**src/rtl/fp32_max_reduce.sv**
```systemverilog
// rtl/fp32_max_reduce.sv - streaming IEEE-754 binary32 maximum reduction over a job of len elements
//
// fp32_naive_compare: returns the larger of two binary32 values by sign/pattern rules;
//    a NaN loses to any number, and two NaNs return a.
//    a, b   : operands
//    y      : selected operand
//
// fp32_max_reduce: accepts a job (start + len), consumes len beats on the input
//    stream, then presents the maximum until the consumer takes it.
//    clk, rst_n          : clock, asynchronous active-low reset
//    start, len          : job request and element count, sampled in IDLE
//    busy                : high whenever a job is in progress or a result is pending
//    in_valid/in_data    : element stream, accepted while in_ready is high
//    in_ready            : high while accumulating
//    out_valid/out_ready : result handshake
//    out_data            : registered maximum
//    out_all_nan         : every element was NaN, or the job was empty

module fp32_naive_compare (
   input  logic [31:0] a,
   input  logic [31:0] b,
   output logic [31:0] y
);
   logic w_a_nan;
   logic w_b_nan;

   assign w_a_nan = (a[30:23] == 8'hFF) && (a[22:0] != 23'd0);
   assign w_b_nan = (b[30:23] == 8'hFF) && (b[22:0] != 23'd0);

   always_comb begin
      y = a;
      if (w_a_nan && w_b_nan) begin
         y = a;
      end else if (w_a_nan) begin
         y = b;
      end else if (w_b_nan) begin
         y = a;
      end else if (a[31] != b[31]) begin
         // +0 beats -0 here as well, since only the sign is examined
         y = a[31] ? b : a;
      end else if (!a[31]) begin
         y = (b > a) ? b : a;
      end else begin
         // negative magnitudes grow with the pattern, so the smaller pattern is larger
         y = (b < a) ? b : a;
      end
   end
endmodule

module fp32_max_reduce #(
   parameter int LEN_W = 8
) (
   input  logic             clk,
   input  logic             rst_n,
   input  logic             start,
   input  logic [LEN_W-1:0] len,
   output logic             busy,
   input  logic             in_valid,
   input  logic [31:0]      in_data,
   output logic             in_ready,
   output logic             out_valid,
   output logic [31:0]      out_data,
   output logic             out_all_nan,
   input  logic             out_ready
);
   typedef enum logic [1:0] {
      S_IDLE  = 2'd0,
      S_ACCUM = 2'd1,
      S_DONE  = 2'd2
   } state_t;

   localparam logic [31:0] QNAN = 32'h7FC00000;
   localparam logic [LEN_W-1:0] ONE = {{(LEN_W-1){1'b0}}, 1'b1};

   state_t           r_state;
   state_t           w_next;
   logic [LEN_W-1:0] r_cnt;
   logic [31:0]      r_acc;
   logic             r_first;
   logic             r_any_num;
   logic [31:0]      r_out_data;
   logic             r_out_all_nan;

   logic             w_beat;
   logic             w_last;
   logic             w_job_start;
   logic             w_in_nan;
   logic [31:0]      w_max;
   logic [31:0]      w_new_acc;

   fp32_naive_compare u_cmp (
      .a (r_acc),
      .b (in_data),
      .y (w_max)
   );

   assign w_in_nan    = (in_data[30:23] == 8'hFF) && (in_data[22:0] != 23'd0);
   assign w_beat      = in_valid && (r_state == S_ACCUM);
   assign w_last      = w_beat && (r_cnt == ONE);
   assign w_job_start = start && (r_state == S_IDLE);
   // The first beat of a job seeds the accumulator regardless of its value
   assign w_new_acc   = r_first ? in_data : w_max;

   always_ff @(posedge clk or negedge rst_n) begin
      if (!rst_n) begin
         r_state <= S_IDLE;
      end else begin
         r_state <= w_next;
      end
   end

   always_comb begin
      w_next    = r_state;
      busy      = (r_state != S_IDLE);
      in_ready  = (r_state == S_ACCUM);
      out_valid = (r_state == S_DONE);
      case (r_state)
         S_IDLE:  if (start) w_next = (len == '0) ? S_DONE : S_ACCUM;
         S_ACCUM: if (w_last) w_next = S_DONE;
         S_DONE:  if (out_ready) w_next = S_IDLE;
         default: w_next = S_IDLE;
      endcase
   end

   always_ff @(posedge clk or negedge rst_n) begin
      if (!rst_n) begin
         r_cnt         <= '0;
         r_acc         <= 32'h0;
         r_first       <= 1'b0;
         r_any_num     <= 1'b0;
         r_out_data    <= 32'h0;
         r_out_all_nan <= 1'b0;
      end else if (w_job_start) begin
         r_any_num <= 1'b0;
         if (len == '0) begin
            r_out_data    <= QNAN;
            r_out_all_nan <= 1'b1;
         end else begin
            r_cnt   <= len;
            r_first <= 1'b1;
         end
      end else if (w_beat) begin
         r_acc     <= w_new_acc;
         r_first   <= 1'b0;
         r_any_num <= r_any_num | ~w_in_nan;
         if (r_cnt != '0) begin
            r_cnt <= r_cnt - ONE;
         end
         if (w_last) begin
            r_out_data    <= w_new_acc;
            r_out_all_nan <= ~(r_any_num | ~w_in_nan);
         end
      end
   end

   assign out_data    = r_out_data;
   assign out_all_nan = r_out_all_nan;
endmodule

```
**config.mk**
```make
export PLATFORM = sky130hd
export DESIGN_NAME = fp32_max_reduce
export DESIGN_NICKNAME = d
export VERILOG_FILES = /design/src/rtl/fp32_max_reduce.sv
export SDC_FILE = /design/constraint.sdc
export NUM_CORES = 1
export LEC_CHECK = 0
export ABC_AREA = 1
export CAP_MARGIN = 20
export CORE_MARGIN = 3
export CORE_UTILIZATION = 39
export CTS_CLUSTER_SIZE = 8
export DETAILED_ROUTE_END_ITERATION = 6
export GPL_TIMING_DRIVEN = 0
export PLACE_DENSITY_LB_ADDON = 0.1
export REMOVE_ABC_BUFFERS = 1
export SLEW_MARGIN = 20
export SYNTH_ARGS = -nofsm -noshare
export SYNTH_HDL_FRONTEND = slang
export SYNTH_SLANG_ARGS = --single-unit
export TNS_END_PERCENT = 20
```
**constraint.sdc**
```tcl
create_clock -name clk -period 3.7 [get_ports clk]
set_input_delay 0.74 -clock clk [delete_from_list [all_inputs] [get_ports clk]]
set_output_delay 0.74 -clock clk [all_outputs]
set_load 0.005 [all_outputs]
```
* After elaboration in Yosys (flattened, before gate mapping) *
Cells that the tools add are included.

operators by class
  shift-type cells = 0
  bitwise logic cells = 4
  equality and inequality tests = 11
  reduce and logical (&&, ||, !) cells = 20
  multiply operators = 0
  $add $sub $neg = 1
  div/mod/pow operators = 0
  muxes and demuxes = 31
  $lt $le $gt $ge = 2

operators by type and width
  kind                                                    number
  2-to-1 mux 32 bit                                       13
  nonzero test 23 bit                                     2
  > comparator 32 bit                                     1
  less-than comparator 32 bit                             1
  2-to-1 mux 8 bit                                        4
  equality test 8 bit (second input constant)             2
  2-to-1 mux 1 bit                                        9
  AND reduction 3 bit                                     3
  equality test 8 x 1 -> 1 bit (second input constant)    1
  zero test 8 bit                                         1
  2-to-1 mux 2 bit                                        4
  nonzero test 2 bit                                      4
  nonzero test 8 bit                                      1
  subtractor 8 x 1 -> 8 bit (second input constant)       1
  logical AND 1 bit                                       6
  inequality test 2 x 1 -> 1 bit (second input constant)  3
  case mux 2 bit (3 select lines)                         1
  inequality test 2 bit (second input constant)           2
  AND reduction 2 bit                                     2
  inverter 1 bit                                          3
  equality test 2 x 1 -> 1 bit (second input constant)    1
  equality test 2 bit (second input constant)             1
  zero test 2 bit                                         1
  inequality test 1 bit                                   1
  bitwise OR 1 bit                                        1

storage, ports and cells
  logic and storage cells = 76
  bits in writable memories = 0
  output and inout port bits = 36
  register bits after elaboration = 77
  bits in read-only memories = 0
  latch bits = 0
  memories = 0
  input port bits = 45

* Depth between registers and ports, before layout *
  word-level depth = 11
  depth in mapped cells = 25
  gate-level depth less buffers = 24

* Cells and area by module *
A second synthesis with hierarchy kept.

second synthesis, totals
  cell total of the unflattened synthesis = 1356
  area total of the unflattened synthesis = 7870.0 µm²

modules (own cells, without submodules)
  module              seq. area each (µm²)  area an instance (µm²)  instances  cells an instance
  fp32_naive_compare  0.0                   4040.1                  1          874
  fp32_max_reduce     1926.8                3829.9                  1          482

* Worst setup path after synthesis *
No wires, ideal clock.

  path type = reg-to-reg
  start = register r_acc[31]
  end = register r_out_data[12] (netlist: out_data[12])
  stages on the path, launching flop included = 22
  period minus slack after synthesis = 2972 ps
  setup slack = 728 ps
  setup time = 117 ps
  data arrival time = 2855 ps
  required time = 3583 ps
  buffers on the path = 4
  path through = dfrtp_1 clkinv_1 clkbuf_1 buf_1 ha_1 buf_6 a21oi_1 o21a_1 nand2_1 a21oi_2 nand2_4 nand2_2 nand2_2 nand2_4 inv_4 buf_4 o211ai_1 nand2_1 nand2_1 o21ai_1 nand2_1 nand2_1

on the way
  cells in the longest elaborated chain, start to end = 11
  elaborated cells on any way between the ends = 15
  those cells by class = order compare (2); eq/ne (1); mux (12)

RTL lines
  element                                                             RTL line  RTL
  from (decl)                                                         78        logic [31:0] r_acc;
  from (signal assigned)                                              143       r_acc <= w_new_acc;
  > comparator 32 bit or less-than comparator 32 bit (tied branches)  42, 45
  2-to-1 mux 32 bit, on equally long branches                         42, 45
  2-to-1 mux 32 bit                                                   41        end else if (!a[31]) begin
  2-to-1 mux 32 bit (*)                                               38        end else if (a[31] != b[31]) begin
  2-to-1 mux 32 bit (*)                                               36        end else if (w_b_nan) begin
  2-to-1 mux 32 bit (*)                                               34        end else if (w_a_nan) begin
  2-to-1 mux 32 bit (*)                                               32        if (w_a_nan && w_b_nan) begin
  2-to-1 mux 32 bit (*)                                               102       assign w_new_acc = r_first ? in_data : w_max;
  2-to-1 mux 32 bit (*)                                               149       if (w_last) begin
  2-to-1 mux 32 bit (*)                                               142       end else if (w_beat) begin
  2-to-1 mux 32 bit (*)                                               133       end else if (w_job_start) begin
  to (signal assigned)                                                150       r_out_data <= w_new_acc;
  to (decl)                                                           81        logic [31:0] r_out_data;

Every way passes the cells marked *; elsewhere a longest branch is shown, timed or not. The select of a mux whose other input is x is not followed.
A chain may end at the register's enable or synchronous reset.

* Worst setup path after layout *
  start = input port in_data[25]
  end = register r_out_data[1] (netlist: out_data[1])

on the way
  cells in the longest elaborated chain, start to end = 11
  elaborated cells on any way between the ends = 16
  those cells by class = order compare (2); eq/ne (1); mux (11); reduce/logical (2)

RTL lines
  element                                                             RTL line  RTL
  from (decl)                                                         59        input logic [31:0] in_data,
  > comparator 32 bit or less-than comparator 32 bit (tied branches)  42, 45
  2-to-1 mux 32 bit, on equally long branches                         42, 45
  2-to-1 mux 32 bit                                                   41
  2-to-1 mux 32 bit                                                   38
  2-to-1 mux 32 bit                                                   36
  2-to-1 mux 32 bit                                                   34
  2-to-1 mux 32 bit (*)                                               32
  2-to-1 mux 32 bit (*)                                               102
  2-to-1 mux 32 bit (*)                                               149
  2-to-1 mux 32 bit (*)                                               142
  2-to-1 mux 32 bit (*)                                               133

Marks and branches as above.

==> results.md <==
- Worst Skew: 0.00755 ns
- Bufs on Longest Clock Path: 2
- Clock transition at the registers of the reported paths: 0.06 ns
- Simple-Gate Fraction of Synth Area: 0.298
- Switching Fraction: 0.491
- Reg-to-reg setup timing slack: 0.43 ns
- Final-report max-slew violation count: 0
- Routed len/inst: 16.1 um
- Sequential Area: 1930 um2
- Combinational fraction of design power: 0.580
- Post-synth top area share: 0.294
- Placed wire-length estimate: 13.3 mm
- Post-synthesis sequential area ratio: 0.294
- Routed wire length: 20.4 mm
- FMAX: 0.293 GHz
- Fin. Hold Viols: 0
- Die span in y: 136 um
- Die area: 18400 um2
- Largest net degree at the start of global routing: 50
- Yosys reg bits: 77
- HP Class: primary input to asynchronous set/reset pin
- Cells after synthesis: 997
- Worst-margin pin slew: 0.827 ns
- Routed wl met2: 9.13 mm
- Area grow syn2layout: 21.3%
- Yosys warns: 0
- Leakage power: 3.83 nW
- Post-synth EDFFs: 0
- CTS tree: done
- Hold_buf cts: 0
- Io pins: 81
- Commonest non-fill, non-tap cell in the layout: nand2_1
- WL met3: 933 um
- # H-tree levels: 3
- Fin util: 0.491
- Post-route ant nets: 0
- Net Switching: 2.77 mW
- Leading area contributor after synthesis: dfrtp_1
- Clock power share: 0.161
- Final net count: 1128
- CP endpoint kind: flop
- Netlist cell types: 40
- Post-synth ARST share: 1.00
- Post-Synth Adder-Cell Area: 0.0669
- Die width: 136 um
- Tot Pwr: 5.64 mW
- Final RePlAce weighted congestion: 0.857
- Slew HR: 0.447
- Max Used Layer: met4
- Internal power: 2.87 mW
- Post-synthesis xor/xnor area fraction: 0.00268
- Number of antenna repair diodes: 0
- Synthesized area: 6540 um2
- Root Driver: clkbuf_16
- Minimum clock period: 3.42 ns
- Clk_lat worst skew: 0.35 ns
- Crit-path max FO: 42
- Mapped Avg Cell Area: 6.56 um2
- Fin crit share: 0.924
- R2R cell count: 18
- Maxcap violations: 0
- GRT Overall Usage: 0.226
- Core Area: 16200 um2
- Via density: 5.38
- Row count: 46
- Iteration-0 DRC Markers: 571
- Setup TNS Final: 0 ns
- TritonCTS buffer count: 9
- GRT Residual Overflow: 0
- RSZ-0062 raised after global routing: false
- Setup slack at placement: -1.01 ns
- Leading cell types in the layout, fill and taps excluded: 314 x nand2_1, 102 x inv_1, 80 x o21ai_0
- Initial antenna violation count: 0
- Worst vdd ir: 310 uV
- PortBufs: 80
- Fraction of power consumed by sequential logic: 0.259
- M1 WL: 10.2 mm
- Post-synthesis mux area share: 0
- Total power density per cell area: 710 nW/um2
- Ranking of synthesized cells by area: dfrtp_1 29%, nand2_1 18%, ha_1 6.7%, o21ai_0 6.1%, inv_1 6.0%
- FILL cells: 1662
- Setup WS post-layout: 0.283 ns
- Setup crit start kind: primary input
- Area of the multi-input gates: 4010 um2
- Worst endpoint required time: 3.94 ns
- Setup-failing EPs final: 0
- Critical path class: primary input to flop
- DRT Pass-1 Iters: 5
- Status: finished clean
- Synth Area in Compound Gates: 0.235
- Starting Density: 0.405
- Vias in the first global route: 6338
- DRC: 0
- Reg2reg start: r_acc[31]
- Total vias in the final route: 6824
- CTS Sinks: 77
- FF-to-FF End: out_data[1]
- Ys flop type: dfrtp_1
- Critical Path AT: 3.65 ns
- Layout cells sized above 1: 0.0731
- First-pass GRT wire length: 33.4 mm
- Largest family of logic cells by synthesized area: simple AND/OR/NAND/NOR gates
==> metal layers <==
| metal | GRT usage | vias up |
|---|---|---|
| met3 | 0.0305 | 15 |
| met1 | 0.324 | 3148 |
| met2 | 0.359 | 193 |
| met4 | 0.0566 | 0 |
| li1 | - | 3468 |
| met5 | 0 | - |
==> state kept, by name, indices dropped and copies added (netlist names) <==
name,flops
r_state,2
out_all_nan,1
r_cnt,8
r_acc,32
r_first,1
r_any_num,1
out_data,32
==> how the worst max path moves through the flow <==
stage / from / end / slack (ns) / cells after the start
after floorplan: r_acc[31] / r_acc[1] / -1.33 / 18
after global placement: in_valid / out_data[22] / -3.40 / 8
after detailed placement: r_acc[31] / r_acc[1] / -1.01 / 18
after CTS: in_data[31] / out_data[1] / 0.08 / 18
after global routing: in_data[25] / r_acc[1] / 0.04 / 18
final: in_data[25] / out_data[1] / 0.28 / 18
==> stage by stage <==
step	area (um2)	cells	hold slack, ns
6_report	7940	1269	0.315
3_5_place_dp	7530	1246	0.464
4_1_cts	7890	1266	0.329
3_3_place_gp	7360	1238	0.462
5_1_grt	7940	1269	0.348
2_1_floorplan	6290	942	0.444
==> synthesized netlist by cell type, drive strengths merged (7+ instances only) <==
master	n
a221oi	21
nand2	325
nor3	7
a21oi	65
or2	10
nand3	57
clkbuf	37
ha	35
o211ai	31
nor4	8
o21ai	131
nand4	17
dfrtp	77
nor2	28
buf	18
inv	108
==> repair_timing <==
action | 4_1_cts | 5_1_grt
gates resized for setup | 5 | 8
setup buffers | 3 | 3
pin swaps | 2 | 2
gates cloned | 1 | 0
endpoints found under the setup margin | 62 | 49
==> power groups by stage <==
stage / Sequential [mW] / Clock [mW] / Combinational, mW
after floorplan: 1.33 / 0 / 2.34
after global placement: 1.45 / 0 / 3.08
after detailed placement: 1.46 / 0 / 3.16
after CTS: 1.45 / 0.926 / 3.24
after global routing: 1.49 / 0.960 / 3.77
final: 1.46 / 0.907 / 3.27
==> critical path, stage by stage <==
cell	delay [ns]
clkdlybuf4s50_1	0.56
ha_1	0.38
nand4_1	0.15
nor3_4	0.18
and3_4	0.24
nand2_4	0.07
nand2_4	0.18
nand2_4	0.15
nand2_2	0.11
nand2_4	0.08
inv_8	0.19
o21ai_0	0.13
o211ai_1	0.10
nand2_1	0.07
nand2_1	0.05
o21ai_1	0.11
nand2_1	0.11
nand2_1	0.05
==> layout make-up <==
cell class,instances,area share
Multi-Input combinational cell,755,0.505
Clock buffer,12,0.0310
Inverter,111,0.0541
Timing Repair Buffer,94,0.127
Clock inverter,4,0.00599
Tap cell,216,0.0340
Sequential cell,77,0.243
==> cell families (layout without fill, tap and decap cells) <==
| kind of cell | count (synthesis) | in the layout |
|---|---|---|
| adder cells (fa/ha/maj) | 35 | 35 |
| AO/OA/AOI/OAI | 263 | 263 |
| AND/OR/NAND/NOR | 454 | 455 |
| flip-flops | 77 | 77 |
| XOR/XNOR | 2 | 2 |
| buffers and inverters | 166 | 221 |
No activity file was read; power rests on OpenSTA's default activity.
